<file path="config.mk">
export PLATFORM = sky130hd
export DESIGN_NAME = sdpb_fifo_ctrl
export DESIGN_NICKNAME = d
export VERILOG_FILES = /design/src/rtl/sdpb_fifo_pkg.sv /design/src/rtl/sdpb_fifo_skid.sv /design/src/rtl/sdpb_fifo_ctrl.sv
export SDC_FILE = /design/constraint.sdc
export NUM_CORES = 1
export LEC_CHECK = 0
export BUFFER_PORTS_ARGS = -buffer_cell sky130_fd_sc_hd__clkbuf_2
export CELL_PAD_IN_SITES_DETAIL_PLACEMENT = 1
export CELL_PAD_IN_SITES_GLOBAL_PLACEMENT = 1
export CORE_ASPECT_RATIO = 0.9
export CORE_MARGIN = 5
export CORE_UTILIZATION = 40
export CTS_CLUSTER_SIZE = 16
export DETAILED_ROUTE_END_ITERATION = 7
export PLACE_DENSITY_LB_ADDON = 0.1
export SLEW_MARGIN = 20
export SYNTH_ARGS = -nofsm -noshare
export SYNTH_HDL_FRONTEND = slang
export SYNTH_HIERARCHICAL = 1
export SYNTH_SLANG_ARGS = --single-unit
</file>
<file path="constraint.sdc">
create_clock -name clk -period 4.08 [get_ports clk]
set_clock_uncertainty 0.2 [all_clocks]
set_input_delay 0.408 -clock clk [delete_from_list [all_inputs] [get_ports clk]]
set_output_delay 0.408 -clock clk [all_outputs]
set_load 0.01 [all_outputs]
</file>
<file path="src/rtl/sdpb_fifo_pkg.sv">
// sdpb_fifo_pkg: shared widths and pointer type for the SDPB FIFO controller.
package sdpb_fifo_pkg;
    localparam int SDPB_ADDR_W = 3;
    localparam int SDPB_DATA_W = 32;
    localparam int SDPB_BE_W   = 4;
    typedef logic [SDPB_ADDR_W:0] ptr_t;
endpackage

</file>
<file path="src/rtl/sdpb_fifo_skid.sv">
// sdpb_fifo_skid: 2-entry output skid buffer; head is the registered output word.
module sdpb_fifo_skid
    import sdpb_fifo_pkg::*;
#(
    parameter int DATA_W = SDPB_DATA_W
) (
    input  logic              clk,
    input  logic              resetn,
    input  logic              flush,
    input  logic              push,
    input  logic              pop,
    input  logic [DATA_W-1:0] din,
    output logic [1:0]        cnt,
    output logic [DATA_W-1:0] head
);
    logic [DATA_W-1:0] tail;

    always_ff @(posedge clk or negedge resetn) begin
        if (!resetn) begin
            cnt  <= '0;
            head <= '0;
            tail <= '0;
        end else if (flush) begin
            cnt <= '0;
        end else begin
            cnt <= cnt + {1'b0, push} - {1'b0, pop};
            if (pop && cnt == 2'd2)
                head <= tail;
            else if (push && (cnt == 2'd0 || (pop && cnt == 2'd1)))
                head <= din;
            if (push && ((cnt == 2'd1 && !pop) || (cnt == 2'd2 && pop)))
                tail <= din;
        end
    end
endmodule

</file>
<file path="src/rtl/sdpb_fifo_ctrl.sv">
// sdpb_fifo_ctrl: FIFO controller driving a Gowin_SDPB with FWFT output via a 2-entry skid.
// Optional SDPB_FIFO_LEVEL_EN adds level and almost_full outputs.
module sdpb_fifo_ctrl
    import sdpb_fifo_pkg::*;
#(
    parameter int ADDR_W = SDPB_ADDR_W,
    parameter int DATA_W = SDPB_DATA_W
) (
    input  logic                clk,
    input  logic                resetn,
    input  logic                flush,
    input  logic                in_valid,
    output logic                in_ready,
    input  logic [DATA_W-1:0]   in_data,
    input  logic [DATA_W/8-1:0] in_strb,
    output logic                out_valid,
    input  logic                out_ready,
    output logic [DATA_W-1:0]   out_data,
    output logic                ram_cea,
    output logic [ADDR_W-1:0]   ram_ada,
    output logic [DATA_W-1:0]   ram_din,
    output logic [DATA_W/8-1:0] ram_byte_ena,
    output logic                ram_ceb,
    output logic [ADDR_W-1:0]   ram_adb,
    output logic                ram_oce,
    output logic                ram_reset,
    input  logic [DATA_W-1:0]   ram_dout
`ifdef SDPB_FIFO_LEVEL_EN
    ,
    output logic [ADDR_W+1:0]   level,
    output logic                almost_full
`endif
);
    logic [ADDR_W:0] wr_ptr, rd_ptr;
    logic            rd_inflight, ready_en, empty, full, wr, pop, issue;
    logic [1:0]      skid_cnt;

    assign empty     = wr_ptr == rd_ptr;
    assign full      = (wr_ptr[ADDR_W-1:0] == rd_ptr[ADDR_W-1:0]) && (wr_ptr[ADDR_W] != rd_ptr[ADDR_W]);
    assign in_ready  = ready_en && !full && !flush;
    assign wr        = in_valid && in_ready;
    assign out_valid = skid_cnt != 2'd0;
    assign pop       = out_valid && out_ready && !flush;
    // Only issue a read when the skid is guaranteed room for its data next cycle.
    assign issue     = !empty && !flush &&
                       ({1'b0, skid_cnt} + {2'b0, rd_inflight} + 3'd1 <= 3'd2 - {2'b0, pop});

    assign ram_cea      = wr;
    assign ram_ada      = wr_ptr[ADDR_W-1:0];
    assign ram_din      = in_data;
    assign ram_byte_ena = in_strb;
    assign ram_ceb      = issue;
    assign ram_adb      = rd_ptr[ADDR_W-1:0];
    assign ram_oce      = 1'b1;
    assign ram_reset    = !resetn;

    always_ff @(posedge clk or negedge resetn) begin
        if (!resetn) begin
            wr_ptr      <= '0;
            rd_ptr      <= '0;
            rd_inflight <= 1'b0;
            ready_en    <= 1'b0;
        end else begin
            ready_en <= 1'b1;
            if (flush) begin
                wr_ptr      <= '0;
                rd_ptr      <= '0;
                rd_inflight <= 1'b0;
            end else begin
                wr_ptr      <= wr_ptr + {{ADDR_W{1'b0}}, wr};
                rd_ptr      <= rd_ptr + {{ADDR_W{1'b0}}, issue};
                rd_inflight <= issue;
            end
        end
    end

    sdpb_fifo_skid #(.DATA_W(DATA_W)) u_skid (
        .clk   (clk),
        .resetn(resetn),
        .flush (flush),
        .push  (rd_inflight),
        .pop   (pop),
        .din   (ram_dout),
        .cnt   (skid_cnt),
        .head  (out_data)
    );

`ifdef SDPB_FIFO_LEVEL_EN
    logic [ADDR_W+1:0] occ;
    logic [ADDR_W:0]   ram_occ;
    assign ram_occ = wr_ptr - rd_ptr;
    assign occ     = {1'b0, ram_occ} + {{(ADDR_W+1){1'b0}}, rd_inflight} + {{ADDR_W{1'b0}}, skid_cnt};

    always_ff @(posedge clk or negedge resetn) begin
        if (!resetn) begin
            level       <= '0;
            almost_full <= 1'b0;
        end else begin
            level       <= occ;
            almost_full <= occ >= (ADDR_W+2)'(2**ADDR_W);
        end
    end
`endif
endmodule

</file>
==> reports/results.tsv, run 1 <==
metric	value	unit
cts_tree	done	
fin_hold_ws	0.128	ns
power_frac_clock	27.7	%
critPathCaptureType	primary output	
placed_area	0.00440	mm²
fmax	0.300	GHz
hold_depth	2	
postSynthCellCount	282	
min_to	u_skid/tail[13]	
synth_seq_cells	76	
dp_hpwl	5.16	mm
seq_power_share	42.3	%
synth-edff-count	0	
vias	2173	
clkSlewWorstSetupHoldPaths	0.06	ns
finalNonFillerCells	458	
die_y	108	µm
cts_buffer_depth	2	
syn_area	0.00424	mm²
viasPerCell	4.74	
setup_violations	0	
num_io_pins	153	
grt_max_degree	45	
switching_share	27.3	%
design.die.area	0.0128	mm²
regToRegStartpoint	u_skid/cnt[1]	
initial_core_util	41.2	%
slowest_delay	0.52	ns
grt_pass1_vias	2361	
final_util	45.7	%
cts_sinks	76	
worst_r2r_path_depth	9	
cellLeakagePower	2.65	nW
diodes	0	
drt_iter0_markers	62	
worstPathCellList	or2_2 -> and3_1 -> fa_1 -> nor3b_1 -> o21ai_0 -> o211a_1 -> clkbuf_2	
min_period	3.34	ns
final_area	0.00471	mm²
io_buffers	79	
drc	0	
vdd_drop_max	0.344	mV
htreeDepth	3	
worstPathArrival	2.73	ns
wl_per_cell	17.0	µm
ys_types	29	
path_class	flop to primary output	
core	0.0103	mm²
rsz0062_at_grt	false	
layout-drive-gt1-share	61.4	%
slew-limit-headroom	53.9	%
cts_setup_buffers	0	
gp_congestion	0.701	
post-place-cells	442	
yosysWarnings	6	
setup_slack	0.743	ns
total_power	2.81	mW
syn_to_final_growth	11.0	%
grt-ovfl-total	0	
rrSetupSlack	0.93	ns
critical_path.max_fanout	7	
cp_slowest_cell	fa_1	
synth.avg_cell_area	15.0	µm²
nNetsFinal	408	
yosysSeqAreaShare	44.9	%
min_period_over_period	81.8	%
p_int	2.04	mW
place_ws	0.955	ns
die_w	119	µm
tightest_slew	0.691	ns
insertion_delay	0.32	ns
synthArstFlopShare	100	%
antenna_found_initial	0	
grt_pass1_wl	12.6	mm
combinationalPowerShare	30.0	%
num_rows	35	
switching_power	0.768	mW
cp_data_required_time	3.47	ns
cts_root_buf	clkbuf_16	
power_density	597	mW/mm²
critPathLaunchType	flop	
maxCapViolations	0	
status	finished, final reports clean	
hp-start	ram_dout[13]	
cts_buffers	9	
grt_use_total	12.6	%
ys.flop_type	dfrtp_1	
setup-tns-final	0	ns
cts_resized	0	
routed_wl	7.80	mm
r2r_end	rd_ptr[1]	
hold_class	input port to flop	
final_hold_viol_count	0	
ant_nets	0	
drv_slew	0	
holdBufCountCts	1	
drtPass1Iterations	4	
power groups by stage:
stage,logic [mW],clock network (mW),registers (mW)
final,0.843,0.777,1.19
after global routing,0.911,0.849,1.23
after CTS,0.863,0.814,1.19
after detailed placement,0.859,0,1.20
after global placement,0.841,0,1.20
after floorplan,0.565,0,1.24
metal layers:
metal  GRT usage (%)  wire [µm]
met1            16.3       3750
met4            4.37        114
met2            19.4       3490
met3            4.57        442
met5               0          0
flip-flops by register name, indices dropped and copies added (netlist names):
register,flops
wr_ptr,4
rd_inflight,1
u_skid/head,32
u_skid/cnt,2
ready_en,1
rd_ptr,4
u_skid/tail,32
worst max-delay path by stage:
stage	startpoint	end	slack (ns)	depth (start not counted)
6_report	u_skid/cnt[1]	ram_ceb	0.74	7
2_1_floorplan	u_skid/cnt[1]	rd_ptr[1]	1.10	9
3_5_place_dp	u_skid/cnt[1]	rd_ptr[1]	0.95	9
3_3_place_gp	u_skid/cnt[1]	rd_ptr[1]	0.99	9
4_1_cts	u_skid/cnt[1]	ram_ceb	0.71	7
5_1_grt	u_skid/cnt[1]	ram_ceb	0.60	7
cell type report:
type | instances | area, µm²
Tap cell | 129 | 161
Multi-Input combinational cell | 147 | 1890
Inverter | 7 | 26.3
Timing Repair Buffer | 84 | 438
Clock buffer | 10 | 239
Sequential cell | 76 | 1900
Clock inverter | 5 | 52.6
Fill cell | 1056 | 5590
cell usage after synthesis, types with 2 or more instances:
cell / number / area share [%]
buf_6: 9 / 2.4
mux2_2: 6 / 1.6
nand3b_4: 2 / 0.94
mux2_4: 90 / 32
nand3_1: 3 / 0.35
o211a_1: 2 / 0.47
ha_1: 9 / 2.7
xnor2_1: 5 / 1.0
dfrtp_1: 76 / 45
nor2b_1: 5 / 0.74
inv_1: 7 / 0.62
nand2b_1: 2 / 0.30
nand3b_1: 2 / 0.35
nor2_1: 5 / 0.44
buf_4: 43 / 7.6
xor2_1: 3 / 0.62
kinds of logic (layout without fill, tap and decap cells):
group	Yosys count	after routing	share of synthesized area, %
mux	96	96	33.5
flops	76	76	44.9
buf+inv	60	106	10.7
simple gates	23	23	3.75
fa+ha+maj	10	10	3.13
xor+xnor	10	10	2.42
compound gates	6	6	1.56
other cells	1	2	0.0884
worst max-delay path: cells and delay by family (launching register included):
kind | cells | cell delay (ns)
adder cells (fa/ha/maj) | 1 | 0.52
flip-flops | 1 | 0.50
AO/OA/AOI/OAI | 2 | 0.46
buffers and inverters | 1 | 0.13
AND/OR/NAND/NOR | 3 | 0.79
cells in the final DEF (no fill, tap or decap), types with 2 or more instances in the layout:
cell type and count:
nand3b_4 2, nand3_1 3, mux2_4 90, ha_1 9, nor2b_1 5, nand3b_1 2
mux2_2 6, inv_1 7, nand2b_1 2, clkinv_2 3, clkbuf_16 9, buf_4 5
conb_1 2, clkbuf_2 78, o211a_1 2, dfrtp_1 76, xor2_1 3, xnor2_1 5
nor2_1 5
(Power assumes the default switching activity.)
==> inputs of run 2 (changes only) <==
==> constraint.sdc (replaced) <==
create_clock -name clk -period 3.33 [get_ports clk]
set_clock_uncertainty 0.2 [all_clocks]
set_input_delay 0.333 -clock clk [delete_from_list [all_inputs] [get_ports clk]]
set_output_delay 0.333 -clock clk [all_outputs]
set_load 0.01 [all_outputs]
==> run 2 against run 1 <==
Critical path depth is the same. Total power up 23%. Count of clock-buffer cells in the layout did not move. Worst hold slack worse by 0.074 ns. Non-clock buffer count up 4. Routed wire length rose by 2.2%. Via count is 4.1% higher. Design area up 0.90%. Worst setup slack worse by 0.47 ns. Critical path type unchanged. Largest power group unchanged. Highest routed layer unchanged.
==> reports/results.tsv, run 2 (same netlist as run 1, synthesis figures left out) <==
metric	value	unit	change
status	finished, final reports clean		unchanged
critPathCaptureType	primary output		unchanged
hold_class	input port to flop		unchanged
switching_share	27.7	%	was 27.3%
grt_use_total	13.0	%	was 12.6%
rsz0062_at_grt	false		unchanged
seq_area	0.00190	mm²	unchanged
cp_data_required_time	2.80	ns	was 3.47 ns
dp_hpwl	5.53	mm	was 5.16 mm
cp_slowest_cell	fa_1		unchanged
die_w	119	µm	unchanged
multiInputGateArea	0.00189	mm²	unchanged
clkSlewWorstSetupHoldPaths	0.06	ns	about the same
drt_iter0_markers	59		was 62
setup_slack	0.278	ns	was 0.743 ns
fillers	1054		was 1056
grt-ovfl-total	0		unchanged
fin_hold_ws	0.0547	ns	was 0.128 ns
holdBufCountCts	1		unchanged
switching_power	0.961	mW	was 0.768 mW
final_hold_viol_count	0		unchanged
setup-tns-final	0	ns	unchanged
insertion_delay	0.32	ns	about the same
viasPerCell	4.90		was 4.74
worstPathArrival	2.52	ns	was 2.73 ns
cts_resized	0		unchanged
r2r_end	rd_ptr[1]		unchanged
drtPass1Iterations	4		unchanged
syn_to_final_growth	12.0	%	was 11.0%
routed_wl	7.97	mm	was 7.80 mm
rrSetupSlack	0.40	ns	was 0.93 ns
layout-drive-gt1-share	61.9	%	was 61.4%
final_common_cell	mux2_4		unchanged
place_ws	0.390	ns	was 0.955 ns
path_class	flop to primary output		unchanged
power_density	730	mW/mm²	was 597 mW/mm²
gp_congestion	0.734		was 0.701
seq_power_share	41.6	%	was 42.3%
min_to	u_skid/tail[23]		was u_skid/tail[13]
top_regs	u_skid/head x32, u_skid/tail x32		unchanged
finalNonFillerCells	462		was 458
power_frac_clock	27.9	%	was 27.7%
cp_top_family	simple AND/OR/NAND/NOR gates		unchanged
p_int	2.51	mW	was 2.04 mW
hp-start	ram_dout[23]		was ram_dout[13]
total_power	3.47	mW	was 2.81 mW
maxCapViolations	0		unchanged
mostFrequentLayoutCells	90 x mux2_4, 78 x clkbuf_2, 76 x dfrtp_1, 9 x ha_1, 9 x clkbuf_16		unchanged
wl_per_cell	17.2	µm	was 17.0 µm
slowest_delay	0.52	ns	about the same
path_buf_inv	1		unchanged
design.die.area	0.0128	mm²	unchanged
num_io_pins	153		unchanged
num_rows	35		unchanged
drc	0		unchanged
critPathLaunchType	flop		unchanged
drv_slew	0		unchanged
min_period	3.05	ns	
slew-limit-headroom	65.0	%	was 53.9%
antenna_found_initial	0		unchanged
tightest_slew	0.525	ns	was 0.691 ns
vdd_drop_max	0.379	mV	was 0.344 mV
hold_depth	2		unchanged
cts_sinks	76		unchanged
cts_root_buf	clkbuf_16		unchanged
core	0.0103	mm²	unchanged
cts_buffers	9		unchanged
ant_nets	0		unchanged
post-place-cells	446		was 442
cts_buffer_depth	2		unchanged
worst_r2r_path_depth	9		unchanged
grt_pass1_vias	2568		was 2361
cts_setup_buffers	0		unchanged
setup_violations	0		unchanged
initial_core_util	41.2	%	unchanged
htreeDepth	3		unchanged
critical_path.max_fanout	5		was 7
cts_tree	done		unchanged
die_y	108	µm	unchanged
vias	2263		was 2173
regToRegStartpoint	u_skid/cnt[0]		was u_skid/cnt[1]
io_buffers	79		unchanged
diodes	0		unchanged
nNetsFinal	412		was 408
grt_pass1_wl	13.2	mm	was 12.6 mm
combinationalPowerShare	30.5	%	was 30.0%
cellLeakagePower	2.67	nW	was 2.65 nW
fmax	0.328	GHz	
grt_max_degree	41		was 45
min_period_over_period	91.7	%	
worstPathCellList	or2_2 -> and3_1 -> fa_1 -> nor3b_1 -> o21ai_0 -> o211a_1 -> clkbuf_2		unchanged
==> run 2: power groups by stage <==
| stage | Combinational [mW] | Clock (mW) | Sequential (mW) |
|---|---|---|---|
| floorplan | 0.693 | 0 | 1.51 |
| finish | 1.06 | 0.967 | 1.44 |
| CTS | 1.09 | 1.01 | 1.45 |
| global route | 1.15 | 1.04 | 1.49 |
| global placement | 1.05 | 0 | 1.45 |
| detailed placement | 1.08 | 0 | 1.46 |
==> run 2: how the worst max path moves through the flow <==
stage / slack [ns] / end / depth (start not counted) / startpoint
floorplan: 0.35 / rd_ptr[1] / 9 / u_skid/cnt[1]
global placement: 0.45 / rd_ptr[1] / 9 / u_skid/cnt[0]
detailed placement: 0.39 / rd_ptr[1] / 9 / u_skid/cnt[0]
CTS: 0.24 / ram_ceb / 7 / u_skid/cnt[0]
global route: 0.09 / ram_ceb / 7 / u_skid/cnt[0]
finish: 0.28 / ram_ceb / 7 / u_skid/cnt[0]
==> run 2: metal layers <==
layer	GRT usage, %	vias to the layer above	routed length [µm]
li1	-	1012	-
met1	15.8	1158	3540
met2	21.6	74	3840
met3	4.62	19	489
met4	3.89	0	93
met5	0	-	0
==> run 2: metrics by stage <==
| stage | area [µm²] | utilization, % |
|---|---|---|
| floorplan | 4240 | - |
| finish | 4750 | 46.1 |
| global route | 4750 | 46.1 |
| detailed placement | 4450 | 43.2 |
| global placement | 4450 | 43.2 |
| CTS | 4750 | 46.1 |
==> run 2: layout make-up <==
class / instances / share of cell area [%]
sequential: 76 / 40.1
multi-input combinational: 147 / 39.7
timing repair buffer: 88 / 10.1
clock buffer: 10 / 5.03
tap: 129 / 3.40
clock inverter: 5 / 1.11
inverter: 7 / 0.553
